$ cat src/rtl/hazard_unit.sv
// Five-stage core hazard controller: shadow E/M/W tags, operand forwarding,
// load-use stall, taken-branch flush and saturating event counters.
module hazard_unit #(
    parameter int CNT_W = 16
) (
    input  logic             clk,
    input  logic             rst,
    input  logic [4:0]       Rs1_D,
    input  logic [4:0]       Rs2_D,
    input  logic [4:0]       RD_D,
    input  logic             RegWriteD,
    input  logic             ResultSrcD,
    input  logic             PCSrcE,
    output logic [1:0]       ForwardA_E,
    output logic [1:0]       ForwardB_E,
    output logic             StallF,
    output logic             StallD,
    output logic             FlushD,
    output logic             FlushE,
    output logic [CNT_W-1:0] StallCount,
    output logic [CNT_W-1:0] FlushCount
);

    // p0 = Execute slot, p1 = Memory slot, p2 = Writeback slot
    logic [4:0] rs1_p0, rs2_p0, rd_p0;
    logic       reg_write_p0, load_p0;
    logic [4:0] rd_p1;
    logic       reg_write_p1;
    logic [4:0] rd_p2;
    logic       reg_write_p2;

    logic       lw_stall;
    logic       stall_evt;
    logic       flush_evt;

    // Memory result wins over Writeback because it is the younger producer.
    function automatic logic [1:0] fwd_sel(input logic [4:0] src,
                                           input logic [4:0] rd_m, input logic rw_m,
                                           input logic [4:0] rd_w, input logic rw_w);
        logic [1:0] sel;
        sel = 2'b00;
        if (rw_m && (rd_m != 5'd0) && (rd_m == src))
            sel = 2'b10;
        else if (rw_w && (rd_w != 5'd0) && (rd_w == src))
            sel = 2'b01;
        return sel;
    endfunction

    function automatic logic [CNT_W-1:0] sat_inc(input logic [CNT_W-1:0] cnt);
        return (&cnt) ? cnt : cnt + 1'b1;
    endfunction

    assign lw_stall = load_p0 && reg_write_p0 && (rd_p0 != 5'd0) &&
                      ((rd_p0 == Rs1_D) || (rd_p0 == Rs2_D));

    always_comb begin
        StallF = 1'b0;
        StallD = 1'b0;
        FlushD = 1'b0;
        FlushE = 1'b0;
        if (rst) begin
            if (PCSrcE) begin
                FlushD = 1'b1;
                FlushE = 1'b1;
            end else if (lw_stall) begin
                StallF = 1'b1;
                StallD = 1'b1;
                FlushE = 1'b1;
            end
        end
    end

    assign stall_evt = rst && lw_stall && !PCSrcE;
    assign flush_evt = rst && PCSrcE;

    assign ForwardA_E = rst ? fwd_sel(rs1_p0, rd_p1, reg_write_p1, rd_p2, reg_write_p2) : 2'b00;
    assign ForwardB_E = rst ? fwd_sel(rs2_p0, rd_p1, reg_write_p1, rd_p2, reg_write_p2) : 2'b00;

    // Stage boundary: Decode -> E -> M -> W shadow advance
    always_ff @(posedge clk or negedge rst) begin
        if (!rst) begin
            rs1_p0       <= 5'd0;
            rs2_p0       <= 5'd0;
            rd_p0        <= 5'd0;
            reg_write_p0 <= 1'b0;
            load_p0      <= 1'b0;
            rd_p1        <= 5'd0;
            reg_write_p1 <= 1'b0;
            rd_p2        <= 5'd0;
            reg_write_p2 <= 1'b0;
        end else begin
            rd_p2        <= rd_p1;
            reg_write_p2 <= reg_write_p1;
            rd_p1        <= rd_p0;
            reg_write_p1 <= reg_write_p0;
            if (FlushE) begin
                rs1_p0       <= 5'd0;
                rs2_p0       <= 5'd0;
                rd_p0        <= 5'd0;
                reg_write_p0 <= 1'b0;
                load_p0      <= 1'b0;
            end else begin
                rs1_p0       <= Rs1_D;
                rs2_p0       <= Rs2_D;
                rd_p0        <= RD_D;
                reg_write_p0 <= RegWriteD;
                load_p0      <= ResultSrcD;
            end
        end
    end

    always_ff @(posedge clk or negedge rst) begin
        if (!rst) begin
            StallCount <= '0;
            FlushCount <= '0;
        end else begin
            if (stall_evt)
                StallCount <= sat_inc(StallCount);
            if (flush_evt)
                FlushCount <= sat_inc(FlushCount);
        end
    end

endmodule

$ cat config.mk
export PLATFORM = sky130hd
export DESIGN_NAME = hazard_unit
export DESIGN_NICKNAME = d
export VERILOG_FILES = /design/src/rtl/hazard_unit.sv
export SDC_FILE = /design/constraint.sdc
export NUM_CORES = 1
export LEC_CHECK = 0
export ABC_AREA = 0
export BUFFER_PORTS_ARGS = -buffer_cell sky130_fd_sc_hd__buf_2
export CELL_PAD_IN_SITES_DETAIL_PLACEMENT = 1
export CELL_PAD_IN_SITES_GLOBAL_PLACEMENT = 1
export CORE_ASPECT_RATIO = 1.25
export CORE_MARGIN = 2
export CORE_UTILIZATION = 39
export DETAILED_ROUTE_END_ITERATION = 12
export GPL_ROUTABILITY_DRIVEN = 1
export PLACE_DENSITY_LB_ADDON = 0.1
export SETUP_SLACK_MARGIN = 0.2
export SLEW_MARGIN = 20
export SYNTH_ARGS = -nofsm -noshare
export SYNTH_HDL_FRONTEND = slang
export SYNTH_SLANG_ARGS = --single-unit
$ cat constraint.sdc
create_clock -name clk -period 2.1 [get_ports clk]
set_clock_uncertainty 0.2 [all_clocks]
set_input_delay 0.105 -clock clk [delete_from_list [all_inputs] [get_ports clk]]
set_output_delay 0.105 -clock clk [all_outputs]
set_load 0.05 [all_outputs]
==> impl_metrics.csv, run 1 <==
group,metric,value,unit
drt,highest_layer,"met4",
worst_setup_path,end_kind,"output port",
finish,final_common_cell,"buf_2",
drt,drt_iter0_drc,43,
drt,met3_wirelength,250,µm
worst_setup_path,slowest_stage,"or4_4",
outcome,violations,"negative setup slack",
timing,min_period_over_period,112,%
placed_design,io_buffer_count,59,
drt,firstDrtPassIters,4,
worst_setup_path,required,1.79,ns
min_path,min_path_type,"primary input to asynchronous set/reset pin",
clocking,cts_made_buffers,9,
power_and_ir_drop,p_int,2.26,mW
finish,num-nets-final,407,
power_and_ir_drop,switchingPower,1.18,mW
logic_synthesis,synth_adder_area_share,0.867,%
timing,hold_viol_final,0,
worst_setup_path,crit_type,"flip-flop to output port",
power_and_ir_drop,switching_share,34.4,%
worst_setup_path,critPathBufInv,2,
drt,met2_length,5050,µm
grt,grt.total_usage,22.0,%
logic_synthesis,synth_ff_type,"dfrtp_1",
worst_setup_path,cp-start-kind,"flip-flop",
logic_synthesis,ys_seq_area_share,52.9,%
grt,antenna_found_initial,0,
power_and_ir_drop,seqPwrFrac,40.6,%
power_and_ir_drop,vdd_drop_max,0.843,mV
floorplanning,initial_core_util,39.7,%
placed_design,dpl.hpwl,5460,µm
logic_synthesis,synth_nets,270,
drt,via_per_inst,5.07,
timing,worstMarginPinSlew,0.830,ns
finish,layout_common_cells,"buf_2 (52), xor2_1 (50), dfrtp_1 (40), buf_4 (38), dfrtp_2 (21)",
timing,slew_headroom,44.5,%
timing,final.setup.worst_slack,-0.262,ns
timing,fmax,423,MHz
drt,route.detailed.drc,0,
logic_synthesis,yosysUniqueCellTypes,33,
logic_synthesis,synth_area_per_cell,11.6,µm²
logic_synthesis,synth_compound_area_share,2.65,%
floorplanning,fp.dieW,80.9,µm
worst_setup_path,cp_top_family,"simple AND/OR/NAND/NOR gates",
logic_synthesis,synthSimpleGateAreaFrac,22.0,%
grt,overflow,0,
outcome,status,"finished, violations left",
placed_design,routabilityCongestion,0.751,
drt,routedWlPerCell,18.7,µm
clocking,root_buffer,"clkbuf_8",
clocking,clock_sinks,61,
worst_setup_path,crit_path_cell_trace,"buf_4, xor2_1, or4_4, nor4_4, buf_6",
drt,drtAntennaViolNets,0,
logic_synthesis,ys_async_sr_fraction,100,%
timing,period_needed,2.36,ns
logic_synthesis,synth.mux.area_fraction,0.911,%
finish,synthToLayoutAreaGrowth,63.9,%
clocking,clk-insertion-delay-late,0.34,ns
logic_synthesis,synth_edf_count,0,
power_and_ir_drop,combPwrFrac,28.5,%
worst_setup_path,worstPathMaxFanout,3,
finish,drive_above_1_share,54.6,%
worst_setup_path,crit_arrival,2.06,ns
logic_synthesis,synth_top_family_by_area,"simple AND/OR/NAND/NOR gates",
logic_synthesis,netlist_area,2890,µm²
drt,wl,9000,µm
floorplanning,core_area,7270,µm²
finish,filler_cell_count,743,
grt,grt_pass1_vias,2568,
worst_setup_path,cpPeakStageDelay,0.50,ns
finish,diodes,0,
drt,wl_met1,3480,µm
logic_synthesis,synth-seq-cells,61,
floorplanning,dieArea,8110,µm²
clocking,htree_num_levels,3,
floorplanning,num_rows,35,
timing,maxSlewViolCount,0,
floorplanning,die_h,100,µm
clocking,cts_max_path_buffers,2,
timing,hold_slack,0.101,ns
flow_run,maxCapViolCount,0,
grt,grt_first_pass_wirelength,13300,µm
timing,setup_violations,36,
timing,rsz0062_at_grt,"true",
logic_synthesis,synth_xor_area_share,18.2,%
power_and_ir_drop,total_power,3.44,mW
power_and_ir_drop,p_clk_share,30.9,%
grt,grt_max_degree,27,
floorplanning,ios,60,
power_and_ir_drop,p_per_area,728,nW/µm²
clocking,cts_tree,"yes",
drt,vias,2444,
power_and_ir_drop,p_leak,2.24,nW
clocking,clkSlewWorstSetupHoldPaths,0.07,ns
logic_synthesis,syn_inst,248,
logic_synthesis,yosys_warnings,0,
cells in the mapped netlist (all sizes together), types with 3 or more instances:
library cell   n  area [µm²]
and2          20         125
and3           3        18.8
buf            6        53.8
dfrtp         61        1530
inv            3        11.3
nand2         13        48.8
nand3         13        65.1
nand4          6        37.5
nor2          12        45.0
nor3           9        55.1
nor4          16         119
nor4b          5        56.3
or4            5        37.5
xnor2         10        87.6
xor2          50         438
metal layers:
metal,global-route usage [%],up-vias
met5,0,-
met4,9.39,0
met3,3.33,19
met2,38.1,56
met1,26.8,1234
li1,-,1135
power by group through the flow:
stage | Sequential, mW | Combinational [mW] | Clock [mW]
after global placement | 1.42 | 0.651 | 0
after CTS | 1.40 | 0.798 | 1.08
after detailed placement | 1.43 | 0.663 | 0
after global routing | 1.41 | 1.03 | 1.14
final | 1.40 | 0.981 | 1.06
after floorplan | 1.61 | 0.247 | 0
worst min-delay path: cells and delay by family:
kind / cells / cell delay, ns
buffers and inverters: 4 / 0.94
timing repair:
action	in CTS	in global routing
pin swaps	8	10
resized for setup	40	41
gates cloned	1	0
endpoints found under the setup margin	51	54
endpoints found under the hold margin	78	24
setup buffers	13	10
hold buffers	18	3
kinds of logic after synthesis:
family	count (synthesis)
adder cells (fa/ha/maj)	2
AND/OR/NAND/NOR	106
XOR/XNOR	60
buffers and inverters	10
flip-flops	61
multiplexers	2
AO/OA/AOI/OAI	7
through the flow:
step	setup WS, ns	utilization [%]	instance area [µm²]	std cells	TNS, ns
after CTS	-0.273	60.8	4420	469	-4.30
after detailed placement	-0.0759	51.8	3770	421	-0.338
final	-0.262	65.0	4730	482	-3.91
after global placement	0.0110	51.8	3770	421	0
after global routing	-0.332	65.0	4730	482	-7.62
after floorplan	-0.0473	-	3160	248	-0.130
final timing paths:
| check | start | to | slack [ns] | cells past startpoint |
|---|---|---|---|---|
| min in group clk | PCSrcE | FlushCount[13]$_DFFE_PN0P_ | 0.19 | 4 |
| min reg2reg | reg_write_p0$_DFF_PN0_ | reg_write_p1$_DFF_PN0_ | 0.20 | 0 |
| min | rst | FlushCount[10]$_DFFE_PN0P_ | 0.10 | 4 |
| max | rd_p2[2]$_DFF_PN0_ | ForwardA_E[0] | -0.26 | 5 |
| max in group asynchronous | rst | StallCount[10]$_DFFE_PN0P_ | 0.38 | 4 |
| max reg2reg | rd_p0[1]$_DFF_PN0_ | StallCount[6]$_DFFE_PN0P_ | -0.15 | 8 |
flip-flops by register name (all words and copies together) (netlist names):
name	cells
rd_p0	5
rs2_p0	5
FlushCount	16
load_p0	1
rd_p2	5
reg_write_p1	1
reg_write_p2	1
StallCount	16
rd_p1	5
reg_write_p0	1
rs1_p0	5
final cells by class:
class / count / area [µm²] / area share, %
well taps: 92 / 115 / 2.43
flip-flops and latches: 61 / 1550 / 32.8
inverters: 3 / 11.3 / 0.238
repair buffers: 133 / 1060 / 22.4
multi-input cells: 177 / 1790 / 37.8
clock buffers: 10 / 138 / 2.91
clock inverters: 6 / 62.6 / 1.32
Power figures use the tool's default switching activity.
==> inputs of run 2 (changes only) <==
Settings changed: BUFFER_PORTS_ARGS -buffer_cell sky130_fd_sc_hd__buf_2 to -buffer_cell sky130_fd_sc_hd__buf_4, SKIP_CTS_REPAIR_TIMING set to 1, SLEW_MARGIN 20 to 5.
==> impl_metrics.csv, run 2 (synthesized netlist as in run 1, its figures left out) <==
group,metric,value,unit
floorplanning,dieArea,8110,µm²
worst_setup_path,crit_type,"flip-flop to flip-flop",
grt,grt.total_usage,19.4,%
grt,grt_pass1_vias,2324,
finish,filler_cell_count,746,
floorplanning,ios,60,
worst_setup_path,end_kind,"flip-flop",
grt,overflow,0,
timing,fin_tns_setup,-7.26,ns
drt,firstDrtPassIters,6,
drt,via_per_inst,5.12,
outcome,status,"finished, violations left",
drt,vias,2462,
drt,drtAntennaViolNets,0,
flow_run,maxCapViolCount,0,
floorplanning,core_area,7270,µm²
clocking,htree_num_levels,3,
worst_setup_path,reg2reg_slack,-0.35,ns
finish,design_area,4790,µm²
min_path,min_path_type,"primary input to asynchronous set/reset pin",
timing,worstMarginPinSlew,0.498,ns
power_and_ir_drop,p_clk_share,29.1,%
power_and_ir_drop,p_leak,2.23,nW
worst_setup_path,required,2.12,ns
floorplanning,fp.dieW,80.9,µm
floorplanning,die_h,100,µm
timing,final.setup.worst_slack,-0.346,ns
power_and_ir_drop,combPwrFrac,28.0,%
worst_setup_path,slowest_stage,"dfrtp_1",
grt,grtUsageMet3,3.69,%
timing,slew_headroom,66.8,%
clocking,cts_max_path_buffers,2,
placed_design,io_buffer_count,59,
timing,period_needed,2.45,ns
power_and_ir_drop,p_per_area,687,nW/µm²
finish,reg_top3,"FlushCount (16), StallCount (16)",
power_and_ir_drop,p_int,2.15,mW
timing,fmax,409,MHz
timing,maxSlewViolCount,0,
clocking,root_buffer,"clkbuf_8",
power_and_ir_drop,vdd_drop_max,0.818,mV
grt,gr-usage-met1,24.6,%
worst_setup_path,crit_arrival,2.47,ns
finish,drive_above_1_share,51.9,%
clocking,clock_sinks,61,
timing,hold_viol_final,0,
clocking,cts_tree,"yes",
finish,final_common_cell,"buf_4",
grt,use_met2,32.2,%
grt,grt_first_pass_wirelength,11700,µm
timing,rsz0062_at_grt,"true",
power_and_ir_drop,total_power,3.29,mW
floorplanning,num_rows,35,
power_and_ir_drop,switching_share,34.6,%
finish,diodes,0,
timing,setup_violations,37,
floorplanning,initial_core_util,39.7,%
outcome,violations,"negative setup slack",
clocking,clk-insertion-delay-late,0.34,ns
placed_design,routabilityCongestion,0.743,
grt,grt_busiest_layer,"met2",
clocking,clkSlewWorstSetupHoldPaths,0.07,ns
worst_setup_path,worstPathMaxFanout,7,
worst_setup_path,cp-start-kind,"flip-flop",
finish,num-nets-final,406,
timing,min_period_over_period,116,%
power_and_ir_drop,switchingPower,1.14,mW
worst_setup_path,crit_top_cell,"buf_6",
finish,synthToLayoutAreaGrowth,66.2,%
power_and_ir_drop,seqPwrFrac,42.9,%
clocking,cts_made_buffers,9,
drt,wl,9350,µm
placed_design,dpl_cell_area,3890,µm²
grt,antenna_found_initial,0,
grt,grt_max_degree,38,
worst_setup_path,crit_path_cell_trace,"buf_4, buf_6, xor2_2, nor3_2, a22oi_4, buf_12, buf_6, nor3_4, mux2_4",
drt,drt_iter0_drc,124,
drt,route.detailed.drc,0,
finish,layout_common_cells,"buf_4 (88), xor2_1 (49), dfrtp_1 (40), dfrtp_2 (21), dlygate4sd3_1 (19)",
placed_design,pre_cts_ws,-0.0456,ns
placed_design,dpl.hpwl,5280,µm
drt,routedWlPerCell,19.4,µm
worst_setup_path,cpPeakStageDelay,0.41,ns
run 2: changes by cell type in the layout (fill, tap and decap cells not counted), moves of 3 or more:
cell     previous run  this run
buf_2              52         0
buf_4              38        88
buf_6              14        18
nor4b_2             3         0
run 2: final timing paths:
check,startpoint,endpoint,cells past startpoint
min,rst,rs2_p0[3]$_DFF_PN0_,2
min reg2reg,reg_write_p1$_DFF_PN0_,reg_write_p2$_DFF_PN0_,0
min in group clk,reg_write_p1$_DFF_PN0_,reg_write_p2$_DFF_PN0_,0
max,rd_p0[2]$_DFF_PN0_,StallCount[1]$_DFFE_PN0P_,9
max reg2reg,rd_p0[2]$_DFF_PN0_,StallCount[1]$_DFFE_PN0P_,9
max in group asynchronous,rst,FlushCount[7]$_DFFE_PN0P_,3
run 2: power by group through the flow:
stage | combinational [mW] | sequential [mW] | clock, mW
finish | 0.923 | 1.41 | 0.958
global route | 0.981 | 1.43 | 1.03
CTS | 0.711 | 1.41 | 0.961
detailed placement | 0.712 | 1.43 | 0
global placement | 0.698 | 1.42 | 0
floorplan | 0.247 | 1.61 | 0
run 2: routing by layer:
metal,up-vias,routed length (µm),part of all wire (%)
li1,1129,-,-
met1,1263,3650,39
met2,52,5220,56
met3,18,263,2.8
met4,0,208,2.2
met5,-,0,0
run 2: layout make-up:
class / count / area [µm²] / area share (%)
multi-input cells: 177 / 1760 / 36.7
flip-flops and latches: 61 / 1550 / 32.4
repair buffers: 132 / 1180 / 24.6
clock buffers: 12 / 155 / 3.24
well taps: 92 / 115 / 2.40
clock inverters: 4 / 22.5 / 0.470
inverters: 3 / 11.3 / 0.235
run 2: critical path: cells and delay by family, from the launching register on:
| kind | cells | cell delay (ns) |
|---|---|---|
| xor gates and xnor gates | 1 | 0.17 |
| buffers and inverters | 4 | 0.59 |
| muxes | 1 | 0.33 |
| and+or+nand+nor | 2 | 0.49 |
| AOI/OAI and AO/OA | 1 | 0.15 |
| DFF | 1 | 0.41 |
run 2: metrics by stage:
| step | hold WS (ns) | utilization (%) | cells |
|---|---|---|---|
| 2_1_floorplan | -0.391 | - | 248 |
| 3_3_place_gp | -0.252 | 53.5 | 419 |
| 3_5_place_dp | -0.253 | 53.5 | 419 |
| 4_1_cts | -0.612 | 55.9 | 435 |
| 5_1_grt | 0.119 | 66.0 | 481 |
| 6_report | 0.116 | 66.0 | 481 |
